$ cat src/rtl/rom_arbiter.sv
// rom_arbiter: round-robin arbiter for the two ports that share the program
// ROM read path (instruction fetch and data load). It grants at most one request
// per cycle, drives the ROM address and size, and captures the ROM data into a
// response slot for each port. Each slot has a valid/ready handshake. Misaligned
// and out-of-range requests return err=1 with zero data.
module rom_arbiter #(
  parameter int ADDR_W    = 32,
  parameter int ROM_WORDS = 256
) (
  input  logic              clk_i,
  input  logic              rst_ni,

  input  logic              if_req_i,
  input  logic [ADDR_W-1:0] if_addr_i,
  input  logic [1:0]        if_hb_i,
  output logic              if_gnt_o,
  output logic              if_rvalid_o,
  input  logic              if_rready_i,
  output logic [31:0]       if_rdata_o,
  output logic              if_err_o,

  input  logic              ld_req_i,
  input  logic [ADDR_W-1:0] ld_addr_i,
  input  logic [1:0]        ld_hb_i,
  output logic              ld_gnt_o,
  output logic              ld_rvalid_o,
  input  logic              ld_rready_i,
  output logic [31:0]       ld_rdata_o,
  output logic              ld_err_o,

  output logic [ADDR_W-1:0] rom_addr_o,
  output logic [1:0]        rom_hb_o,
  input  logic [31:0]       rom_rdata_i
);

  // Remembers which port won the last grant, so the other port wins the next tie.
  typedef enum logic {
    PORT_IF = 1'b0,
    PORT_LD = 1'b1
  } port_e;

  // First word index that is beyond the end of the ROM, at address width.
  localparam logic [ADDR_W-1:0] ROM_LIMIT = ADDR_W'(ROM_WORDS);

  port_e last_q;

  logic        if_rvalid_q;
  logic [31:0] if_rdata_q;
  logic        if_err_q;

  logic        ld_rvalid_q;
  logic [31:0] ld_rdata_q;
  logic        ld_err_q;

  logic if_elig;
  logic ld_elig;
  logic if_gnt;
  logic ld_gnt;

  logic              misaligned;
  logic              out_of_range;
  logic              req_err;
  logic [ADDR_W-1:0] word_idx;
  logic [31:0]       cap_data;

  // Byte accesses are never misaligned. A half access needs an even address.
  // A word access needs address bits [1:0] to be zero.
  function automatic logic is_misaligned(input logic [1:0] hb, input logic [1:0] lsb);
    logic bad;
    bad = 1'b0;
    if (hb == 2'b01) begin
      bad = lsb[0];
    end else if (hb[1]) begin
      bad = (lsb != 2'b00);
    end
    return bad;
  endfunction

  // A port is eligible when it requests and its slot is free or is draining this cycle.
  // On a tie, the port not named by last_q wins.
  always_comb begin
    if_elig = if_req_i && (!if_rvalid_q || if_rready_i);
    ld_elig = ld_req_i && (!ld_rvalid_q || ld_rready_i);
    if_gnt  = if_elig && (!ld_elig || (last_q == PORT_LD));
    ld_gnt  = ld_elig && (!if_elig || (last_q == PORT_IF));
  end

  // The granted port's request goes to the ROM. With no grant the ROM sees zero.
  always_comb begin
    rom_addr_o = '0;
    rom_hb_o   = 2'b00;
    if (if_gnt) begin
      rom_addr_o = if_addr_i;
      rom_hb_o   = if_hb_i;
    end else if (ld_gnt) begin
      rom_addr_o = ld_addr_i;
      rom_hb_o   = ld_hb_i;
    end
  end

  // Classify the granted request. An error response carries zero data, not ROM contents.
  always_comb begin
    word_idx     = {2'b00, rom_addr_o[ADDR_W-1:2]};
    misaligned   = is_misaligned(rom_hb_o, rom_addr_o[1:0]);
    out_of_range = (word_idx >= ROM_LIMIT);
    req_err      = misaligned || out_of_range;
    cap_data     = req_err ? 32'h0 : rom_rdata_i;
  end

  // Record the winner of each grant. The reset value LD makes IF win the first tie.
  always_ff @(posedge clk_i or negedge rst_ni) begin
    if (!rst_ni) begin
      last_q <= PORT_LD;
    end else if (if_gnt) begin
      last_q <= PORT_IF;
    end else if (ld_gnt) begin
      last_q <= PORT_LD;
    end
  end

  // IF response slot. A new grant overwrites the slot while it drains, so there is no bubble.
  always_ff @(posedge clk_i or negedge rst_ni) begin
    if (!rst_ni) begin
      if_rvalid_q <= 1'b0;
      if_rdata_q  <= 32'h0;
      if_err_q    <= 1'b0;
    end else if (if_gnt) begin
      if_rvalid_q <= 1'b1;
      if_rdata_q  <= cap_data;
      if_err_q    <= req_err;
    end else if (if_rvalid_q && if_rready_i) begin
      if_rvalid_q <= 1'b0;
    end
  end

  // LD response slot. It behaves the same way as the IF slot.
  always_ff @(posedge clk_i or negedge rst_ni) begin
    if (!rst_ni) begin
      ld_rvalid_q <= 1'b0;
      ld_rdata_q  <= 32'h0;
      ld_err_q    <= 1'b0;
    end else if (ld_gnt) begin
      ld_rvalid_q <= 1'b1;
      ld_rdata_q  <= cap_data;
      ld_err_q    <= req_err;
    end else if (ld_rvalid_q && ld_rready_i) begin
      ld_rvalid_q <= 1'b0;
    end
  end

  assign if_gnt_o    = if_gnt;
  assign if_rvalid_o = if_rvalid_q;
  assign if_rdata_o  = if_rdata_q;
  assign if_err_o    = if_err_q;

  assign ld_gnt_o    = ld_gnt;
  assign ld_rvalid_o = ld_rvalid_q;
  assign ld_rdata_o  = ld_rdata_q;
  assign ld_err_o    = ld_err_q;

endmodule

$ cat config.mk
export PLATFORM = sky130hd
export DESIGN_NAME = rom_arbiter
export DESIGN_NICKNAME = d
export VERILOG_FILES = /design/src/rtl/rom_arbiter.sv
export SDC_FILE = /design/constraint.sdc
export NUM_CORES = 1
export LEC_CHECK = 0
export CORE_MARGIN = 4
export CORE_UTILIZATION = 35
export CTS_BUF_LIST = sky130_fd_sc_hd__clkbuf_4 sky130_fd_sc_hd__clkbuf_8 sky130_fd_sc_hd__clkbuf_16
export DETAILED_ROUTE_END_ITERATION = 10
export GPL_ROUTABILITY_DRIVEN = 0
export PLACE_DENSITY = 0.81
export SETUP_SLACK_MARGIN = 0.2
export SYNTH_ARGS = -nofsm -noshare
export SYNTH_HDL_FRONTEND = slang
export SYNTH_SLANG_ARGS = --single-unit
$ cat constraint.sdc
create_clock -name clk_i -period 2.31 [get_ports clk_i]
set_input_delay 0.3465 -clock clk_i [delete_from_list [all_inputs] [get_ports clk_i]]
set_output_delay 0.3465 -clock clk_i [all_outputs]
set_load 0.01 [all_outputs]
After elaboration in Yosys (flattened, before gate mapping):

Cells that the tools add are included.

* word-level logic and storage cells: 42
* output and inout bits: 104
* register bits: 69

* reductions and logical operators: 19
* order comparisons: 1
* equal/unequal tests: 1
* bitwise gates (word level): 1
* mux-type cells: 13

Operators with widths (number)
* two-way mux 32 bit: 3
* greater-or-equal comparator 30 x 9 -> 1 bit (second input constant): 1
* two-way mux 1 bit: 8
* nonzero test 2 bit: 4
* logical AND 1 bit: 6
* logical OR 1 bit: 5
* logical NOT 1 bit: 4
* two-way mux 2 bit: 2
* == test 2 x 1 -> 1 bit (second input constant): 1
* inverter 1 bit: 1

Longest topological paths before layout:

Gate-level depths: netlist of run 1.

* depth in word-level cells: 13
* gate-level depth with buffers: 8
* mapped depth without buffers: 6

Worst setup path after synthesis of run 1:

OpenSTA, ideal clock, no wires.

* path kind: register to register
* from: register ld_rvalid_q, in the netlist ld_rvalid_o
* to: register if_rdata_q[0], in the netlist if_rdata_o[0]
* stages on the path, launching flop included: 8
* arrival: 2041 ps
* data required time: 2245 ps
* slack: 204 ps
* clock period less this slack: 2106 ps
* path through: dfrtp_1 -> nor2b_4 -> o311ai_4 -> inv_2 -> a22o_1 -> a221oi_4 -> buf_4 -> a22o_1

RTL lines
* from (decl): line 51 `logic ld_rvalid_q;`
* from (signal assigned): line 139 `ld_rvalid_q <= 1'b0;`
* from (signal assigned): line 143 `ld_rvalid_q <= 1'b1;`
* from (signal assigned): line 147 `ld_rvalid_q <= 1'b0;`
* logical NOT 1 bit (*): line 83 `ld_elig = ld_req_i && (!ld_rvalid_q || ld_rready_i);`
* logical OR 1 bit (*): line 83
* logical AND 1 bit (*): line 83
* logical NOT 1 bit: line 84 `if_gnt = if_elig && (!ld_elig || (last_q == PORT_LD));`
* logical OR 1 bit: line 84
* logical AND 1 bit: line 84
* two-way mux 2 bit (*): line 92 `if (if_gnt) begin`
* net rom_hb_o[0]: line 32 `output logic [1:0] rom_hb_o,`
* == test 2 x 1 -> 1 bit (*): line 71 `if (hb == 2'b01) begin`
* two-way mux 1 bit (*): line 71
* logical OR 1 bit (*): line 106 `req_err = misaligned || out_of_range;`
* two-way mux 32 bit (*): line 107 `cap_data = req_err ? 32'h0 : rom_rdata_i;`
* to (signal assigned): line 129 `if_rdata_q <= cap_data;`
* to (decl): line 48 `logic [31:0] if_rdata_q;`

The timed path passes the listed nets; every way through them passes the cells marked *.
A chain may end at the register's enable or synchronous reset.

Final worst setup path of run 1:

* from: register last_q
* to: register if_rdata_q[15], in the netlist if_rdata_o[15]

* word-level cells in the longest chain between the ends: 10

Ends and longest elaborated chain
* from (decl): line 45 `port_e last_q;`
* from (signal assigned): line 113 `last_q <= PORT_LD;`
* from (signal assigned): line 115 `last_q <= PORT_IF;`
* from (signal assigned): line 117 `last_q <= PORT_LD;`
* parallel branches: the longest is 10 deep, another holds greater-or-equal comparator 30 x 9 -> 1 bit

Several ways; the timed one is not identified.

==> run_results.csv, run 1 <==
group,metric,value,unit
status,status,"finished with violations",
status,violations,"negative setup slack",
clock_network,clkSinkCount,69,
finish,multi_input_comb_area,1140,um2
timing,finalSetupViolations,4,
die,core_region_area,8220,um2
worst_setup_path,max_stage_delay,0.38,ns
finish,num_antenna_cells,0,
pwr,irDropWorstVdd,357,uV
clock_network,cts_tree,"yes",
finish,fill_cells,565,
die,fp.dieW,99.9,um
finish,fin_util,73.1,%
worst_setup_path,endpoint_kind,"flop",
route,drc,0,
worst_setup_path,worstPathMaxFanout,8,
placement,dp_hpwl,8250,um
worst_setup_path,required,2.57,ns
die,initial_core_util,36.0,%
grt,antenna_found_initial,0,
synthesis,syn_area,2960,um2
grt,grt_pass1_wl,18200,um
clock_network,root_buffer,"clkbuf_8",
pwr,power.leakage,2.71,nW
route,drtIter0Drc,99,
worst_setup_path,worstPathArrival,2.58,ns
timing,fin_skew,0.0149,ns
worst_setup_path,cp-start-kind,"flop",
synthesis,synth-seq-area-share,58.4,%
timing,period_share,100,%
worst_setup_path,crit_path_frequent_cell,"buf_6",
pwr,p_total,3.30,mW
finish,area_growth,103,%
finish,nets,581,
pwr,power.density,549,nW/um2
route,wl,12400,um
grt,grt_usage,23.7,%
placement,io_buffers,209,
clock_network,htree_num_levels,3,
timing,tns,-0.0155,ns
clock_network,cts_buffers,9,
grt,grt_max_degree,70,
route,drt_first_pass_iters,4,
grt,grt_pass1_vias,3423,
synthesis,ys_warn_count,0,
timing,tightest_slew,0.414,ns
worst_setup_path,critPathBufInv,8,
worst_setup_path,path_class,"flop to flop",
clock_network,cts_buffer_depth,2,
clock_network,clk_pin_slew,0.09,ns
grt,gr-total-overflow,0,
die,fp-row-count,33,
timing,setup_ws,-0.0102,ns
timing,rsz0062_at_grt,"yes",
finish,final_cell_mix,"169 x clkdlybuf4s50_1, 97 x a22o_1, 68 x dfrtp_1, 21 x buf_2, 21 x buf_4",
timing,fmax,431,MHz
worst_setup_path,path_cells,"buf_6 -> o311ai_4 -> inv_2 -> buf_6 -> a22o_1 -> buf_4 -> buf_6 -> a221oi_4 -> buf_6 -> buf_6 -> buf_16 -> a22o_1",
timing,period_needed,2.32,ns
route,via_per_inst,5.42,
finish,final_common_cell,"clkdlybuf4s50_1",
route,vias,3169,
die,io-pin-count,210,
finish,drive_above_1_share,24.4,%
timing,finalMaxSlewViolations,0,
timing,hold_viol,0,
worst_setup_path,slowest_stage,"dfstp_2",
synthesis,ys_ff_latch,69,
finish,seq_area,1730,um2
route,ant_nets,0,
min_path,hp-class,"input pin to async pin",
synthesis,syn_nets,329,
clock_network,ctsHoldBuffers,0,
die,dieArea,9980,um2
route,wl_per_cell,21.1,um
job,max-cap-violations,0,
synthesis,syn-instance-count,223,
die,die_y,99.9,um
synthesis,yosysUniqueCellTypes,22,
timing,relSlewSlack,72.4,%
synthesis,syn_avg_cell_area,13.3,um2
clock_network,clkLatencyLatePin,0.33,ns
worst_setup_path,cp_top_family,"buffers and inverters",
-- cells by family after synthesis --
kind of cell,count (synthesis),synth area share [%]
DFF,69,58.4
and+or+nand+nor,27,5.29
buffers and inverters,22,3.60
AOI/OAI and AO/OA,105,32.7
-- final cells by class --
class | count | area share, %
Sequential cell | 69 | 28.8
Tap cell | 105 | 2.19
Timing Repair Buffer | 260 | 45.8
Inverter | 3 | 0.271
Clock inverter | 6 | 1.56
Clock buffer | 10 | 2.29
Multi-Input combinational cell | 132 | 19.1
-- per-stage QoR --
step / hold slack, ns / instances / setup slack, ns / cell area (um2)
2_1_floorplan: 0.0509 / 223 / 0.204 / 2960
3_3_place_gp: 0.394 / 535 / -0.343 / 5280
3_5_place_dp: 0.400 / 535 / -0.354 / 5280
4_1_cts: 0.0258 / 570 / -0.0217 / 5800
5_1_grt: 0.0422 / 585 / -0.107 / 6000
6_report: 0.0223 / 585 / -0.0102 / 6000
-- final timing paths --
| path | startpoint | end | slack [ns] | depth (start not counted) |
|---|---|---|---|---|
| setup reg to reg | last_q | if_rdata_o[15] | -0.01 | 12 |
| min in group clk_i | ld_req_i | last_q | 0.38 | 3 |
| hold / removal | rst_ni | if_rdata_o[29] | 0.02 | 2 |
| max in group asynchronous | rst_ni | last_q | 1.96 | 2 |
| setup / recovery | last_q | if_rdata_o[15] | -0.01 | 12 |
| hold reg to reg | if_rdata_o[20] | if_rdata_o[20] | 0.51 | 1 |
-- per-layer routing --
metal	wire length (um)	global-route usage [%]	vias up
met5	0	0	-
li1	-	-	1421
met4	240	6.83	0
met1	4790	28.1	1584
met2	6380	41.9	146
met3	937	6.46	18
-- synthesized netlist by cell type (all sizes together) --
| cell type | instances | area [um2] |
|---|---|---|
| a22o | 98 | 860 |
| dfrtp | 68 | 1700 |
| buf | 10 | 61.3 |
| nor4 | 10 | 62.6 |
| clkbuf | 9 | 33.8 |
| nor2 | 8 | 30.0 |
| inv | 3 | 11.3 |
| a221oi | 2 | 52.6 |
| and4 | 2 | 17.5 |
| nand2 | 2 | 7.51 |
| nand2b | 2 | 12.5 |
| nand4 | 2 | 12.5 |
| a21oi | 1 | 5.00 |
| a311o | 1 | 10.0 |
| a31oi | 1 | 6.26 |
| dfstp | 1 | 26.3 |
| nor2b | 1 | 13.8 |
| o22ai | 1 | 6.26 |
| o311ai | 1 | 26.3 |
-- what timing repair did --
| action | 4_1_cts | 5_1_grt |
|---|---|---|
| buffers inserted | 11 | 12 |
| resized for setup | 161 | 16 |
| cloned | 8 | 3 |
| pin swaps | 13 | 15 |
| endpoints found under the setup margin | 102 | 102 |
-- registers in the layout, summed over array words and instances, names as in the netlist --
register and count:
if_rdata_o 32, ld_rdata_o 32, if_err_o 1, if_rvalid_o 1
last_q 1, ld_err_o 1, ld_rvalid_o 1
-- power breakdown --
part	switching, mW	leakage [nW]	internal, mW
Combinational	0.405	1.65	0.541
Sequential	0.0109	0.946	1.22
Clock	0.471	0.113	0.645
Total	0.887	2.71	2.41
No activity file was read; power rests on OpenSTA's default activity.
==> run 2, diff against run 1 <==
==> constraint.sdc (replaced) <==
create_clock -name clk_i -period 2.31 [get_ports clk_i]
set_input_delay 0.5775 -clock clk_i [delete_from_list [all_inputs] [get_ports clk_i]]
set_output_delay 0.5775 -clock clk_i [all_outputs]
set_load 0.01 [all_outputs]
==> run_results.csv, run 2 (synthesis gave the netlist of run 1 again) <==
group,metric,value,unit
status,status,"finished with violations",
status,violations,"negative setup slack",
placement,io_buffers,209,
finish,final_cell_area,5920,um2
worst_setup_path,cp_top_family,"buffers and inverters",
worst_setup_path,worstPathArrival,1.92,ns
finish,final_common_cell,"clkdlybuf4s50_1",
worst_setup_path,path_class,"input pin to output pin",
clock_network,root_buffer,"clkbuf_8",
clock_network,htree_num_levels,3,
worst_setup_path,endpoint_kind,"output pin",
timing,finalMaxSlewViolations,0,
timing,tightest_slew,0.668,ns
route,via_per_inst,5.48,
timing,finalSetupViolations,100,
route,drt_first_pass_iters,4,
finish,layout.cells.non_filler,584,
pwr,irDropWorstVdd,279,uV
timing,relSlewSlack,55.5,%
worst_setup_path,required,1.73,ns
die,core_region_area,8220,um2
route,ant_nets,0,
placement,place_area,5280,um2
timing,period_share,108,%
die,initial_core_util,36.0,%
timing,fmax,401,MHz
grt,grt_usage,23.4,%
placement,dp_cells,534,
worst_setup_path,path_cells,"clkdlybuf4s15_1 -> nor2b_4 -> o311ai_4 -> inv_4 -> buf_12 -> buf_12 -> a22o_4 -> buf_6",
finish,area_growth,100,%
worst_setup_path,critPathBufInv,5,
clock_network,clk_pin_slew,0.09,ns
route,wl_per_cell,22.2,um
worst_setup_path,slowest_stage,"o311ai_4",
die,io-pin-count,210,
pwr,clkPwrFrac,30.3,%
die,fp-row-count,33,
pwr,p_int,2.25,mW
route,drtIter0Drc,105,
timing,hold_viol,0,
finish,drive_above_1_share,24.9,%
pwr,power.leakage,2.67,nW
min_path,hp-class,"input pin to async pin",
job,max-cap-violations,0,
worst_setup_path,crit_path_frequent_cell,"buf_12",
clock_network,cts_buffer_depth,2,
timing,setup_ws,-0.185,ns
timing,fin_skew,0.0120,ns
worst_setup_path,r2r_cells,11,
pwr,seqPwrFrac,39.4,%
die,die_y,99.9,um
worst_setup_path,worstPathMaxFanout,6,
die,dieArea,9980,um2
finish,final_cell_mix,"168 x clkdlybuf4s50_1, 95 x a22o_1, 68 x dfrtp_1, 28 x buf_2, 25 x buf_6",
grt,grt_max_degree,36,
worst_setup_path,cp.depth,8,
worst_setup_path,cp-start-kind,"input pin",
route,wl,13000,um
clock_network,clkSinkCount,69,
pwr,power.density,530,nW/um2
grt,antenna_found_initial,1,
route,drc,0,
finish,nets,580,
clock_network,cts_tree,"yes",
pwr,p_sw,885,uW
route,vias,3202,
timing,rsz0062_at_grt,"yes",
pwr,switching_share,28.2,%
worst_setup_path,max_stage_delay,0.32,ns
die,fp.dieW,99.9,um
clock_network,cts_buffers,9,
grt,grt_pass1_vias,3396,
pwr,p_total,3.14,mW
placement,dp_hpwl,8740,um
grt,gr-total-overflow,0,
timing,period_needed,2.49,ns
grt,grt_pass1_wl,17900,um
pwr,pwr-share-comb,30.2,%
clock_network,clkLatencyLatePin,0.33,ns
[run 2: what timing repair did]
item / CTS / global route
setup endpoints to repair: 102 / 102
pin swaps: 12 / 28
resized for setup: 176 / 18
hold buffers: 0 / 0
gates cloned: 3 / 9
buffers inserted: 16 / 6
[run 2: routing by layer]
metal	GRT usage [%]	routed length, um	share of wire (%)
met1	25.6	4670	36
met2	41.0	6660	51
met3	7.02	1070	8.2
met4	11.8	561	4.3
met5	0	0	0
[run 2: per-stage QoR]
step           hold slack, ns  setup slack, ns  setup TNS, ns  util (%)
2_1_floorplan           0.282            0.144              0         -
3_3_place_gp            0.485           -0.764         -67.21      64.3
3_5_place_dp            0.491           -0.766         -67.85      64.3
4_1_cts                 0.278           -0.161          -8.34      68.0
5_1_grt                 0.297           -0.238         -16.15      72.1
6_report                0.266           -0.185         -10.29      72.1
[run 2: path summary, 6_finish.rpt]
kind,start,endpoint,slack [ns]
setup / recovery,ld_rready_i,rom_hb_o[1],-0.18
hold / removal,rst_ni,if_rdata_o[29],0.27
hold reg to reg,if_err_o,if_err_o,0.50
max in group asynchronous,rst_ni,ld_rdata_o[17],1.40
setup reg to reg,ld_rvalid_o,if_rdata_o[0],-0.11
min in group clk_i,if_err_o,if_err_o,0.50
[run 2: area by class of cell]
type,count,area [um2]
Timing Repair inverter,1,11.3
Antenna cell,1,2.50
Timing Repair Buffer,258,2670
Inverter,3,21.3
Clock inverter,6,63.8
Multi-Input combinational cell,132,1170
Tap cell,105,131
Sequential cell,69,1730
Clock buffer,9,124
Fill cell,609,2290
[run 2: power groups by stage]
stage,sequential (mW),combinational [mW],clock [mW]
floorplan,1.26,0.309,0
global placement,1.26,0.802,0
detailed placement,1.26,0.810,0
CTS,1.24,0.889,0.963
global route,1.24,1.00,1.02
finish,1.24,0.948,0.952
==> variant: new RTL, settings of run 2 <==
The parameter `ADDR_W` goes from 32 to 16.
--- a/src/rtl/rom_arbiter.sv
+++ b/src/rtl/rom_arbiter.sv
@@ -4,7 +4,7 @@
 // response slot for each port. Each slot has a valid/ready handshake. Misaligned
 // and out-of-range requests return err=1 with zero data.
 module rom_arbiter #(
-  parameter int ADDR_W    = 32,
+  parameter int ADDR_W    = 16,
   parameter int ROM_WORDS = 256
 ) (
   input  logic              clk_i,
Interface: changed (resized if_addr_i, ld_addr_i and rom_addr_o); port bits go from 210 to 162. No check against the original RTL was run, so the function may have changed too.
==> variant against run 2 <==
The flow still finishes with violations (negative setup slack); non-clock buffer count fell by 53; critical path depth did not move; setup slack improved by 0.14 ns; sequential cell count did not move; largest cell class unchanged; die area fell by 6.5%; critical path type unchanged; wire length fell by 23%; total power fell by 3.8%; synthesized area fell by 7.0%; sequential share of layout area rose by 3.9 points; final area fell by 12%; clock skew fell by 0.0033 ns.
==> variant: results <==
metrics = {
    "status": {
        "outcome": "complete, but fails checks",
        "violations": "negative setup slack",
    },
    "final_layout": {
        "fin_nets": 467,
        "non_clock_buffer_count": 205,
        "diodes": 0,
        "seq_share_pct": 33.1,
        "syn2layout_area_growth_pct": 89.9,
        "clockNetworkAreaShare_pct": 4.48,
        "inverters": 3,
        "fillers": 588,
        "bufAreaShareNonClock_pct": 41.8,
        "drive_gt1_share_pct": 23.9,
    },
    "sta": {
        "setup_viol": 35,
        "tightest_slew_ns": 0.434,
        "finalSetupTns_ns": -0.748,
        "layout_setup_ws_ns": -0.0482,
    },
    "global_route": {
        "grt_use_met1_pct": 26.0,
        "antenna_found_initial": 0,
        "use_met3_pct": 6.63,
        "grt_pass1_vias": 2913,
        "grt_max_degree": 70,
        "grt_use_met2_pct": 38.3,
        "track_usage_pct": 21.6,
    },
    "detailed_routing": {
        "viasPerCell": 5.19,
        "wl_um": 9960,
        "vias": 2593,
        "detail_route.iter0.violations": 95,
        "drt-met1-wl_um": 4070,
        "wl_met2_um": 5250,
        "dr_wl_met3_um": 581,
    },
    "placed_design": {
        "post_dp_cell_area_mm2": 0.00460,
        "io_buffers": 161,
        "dp_slack_ns": -0.668,
        "dp_hpwl_um": 6170,
        "place_inst": 460,
    },
    "logic_synthesis": {
        "synthTopCellsByCount": "81 x a22o_1, 68 x dfrtp_1, 9 x clkbuf_1",
        "ys_seq_area_share_pct": 62.9,
        "synth_area_leaders": "dfrtp_1 62%, a22o_1 26%, buf_6 2.9%",
        "avgSynthCellArea_um2": 14.2,
        "synth_cell_types": 19,
        "syn_nets": 267,
    },
    "cts": {
        "cts_resized": 119,
        "cts_setup_buffers": 13,
    },
    "power": {
        "vdd_ir_drop_max_v": 0.000435,
        "leakage_nw": 2.38,
    },
    "setup_path": {
        "r2r_slack_ns": -0.03,
        "cp.arrival_ns": 1.78,
        "crit_fanout": 5,
        "endpoint": "rom_addr_o[0]",
    },
}
variant: cell count changes in the layout (fill, tap and decap cells not counted), moves of 6 or more:
cell	run 2	this run
clkdlybuf4s50_1	168	136
a22o_1	95	81
buf_6	25	14
buf_2	28	19
nor4_1	10	2
clkbuf_16	7	0
buf_16	2	8
variant: where the power goes:
group	total [mW]	switching (mW)	internal, mW
Combinational	0.646	0.295	0.351
Sequential	1.25	0.0161	1.23
Clock	1.12	0.456	0.669
Total	3.02	0.767	2.25
variant: cell families after synthesis:
logic type	count (synthesis)	share of synthesized area [%]
AOI/OAI and AO/OA	88	29.3
DFF	69	62.9
buffers and inverters	19	4.51
and+or+nand+nor	17	3.32
variant: critical path, stage by stage:
cell	delay, ns
dlygate4sd2_1	0.23
nand2b_4	0.14
buf_6	0.12
o211ai_4	0.09
inv_4	0.11
buf_16	0.15
a22o_1	0.22
buf_2	0.15
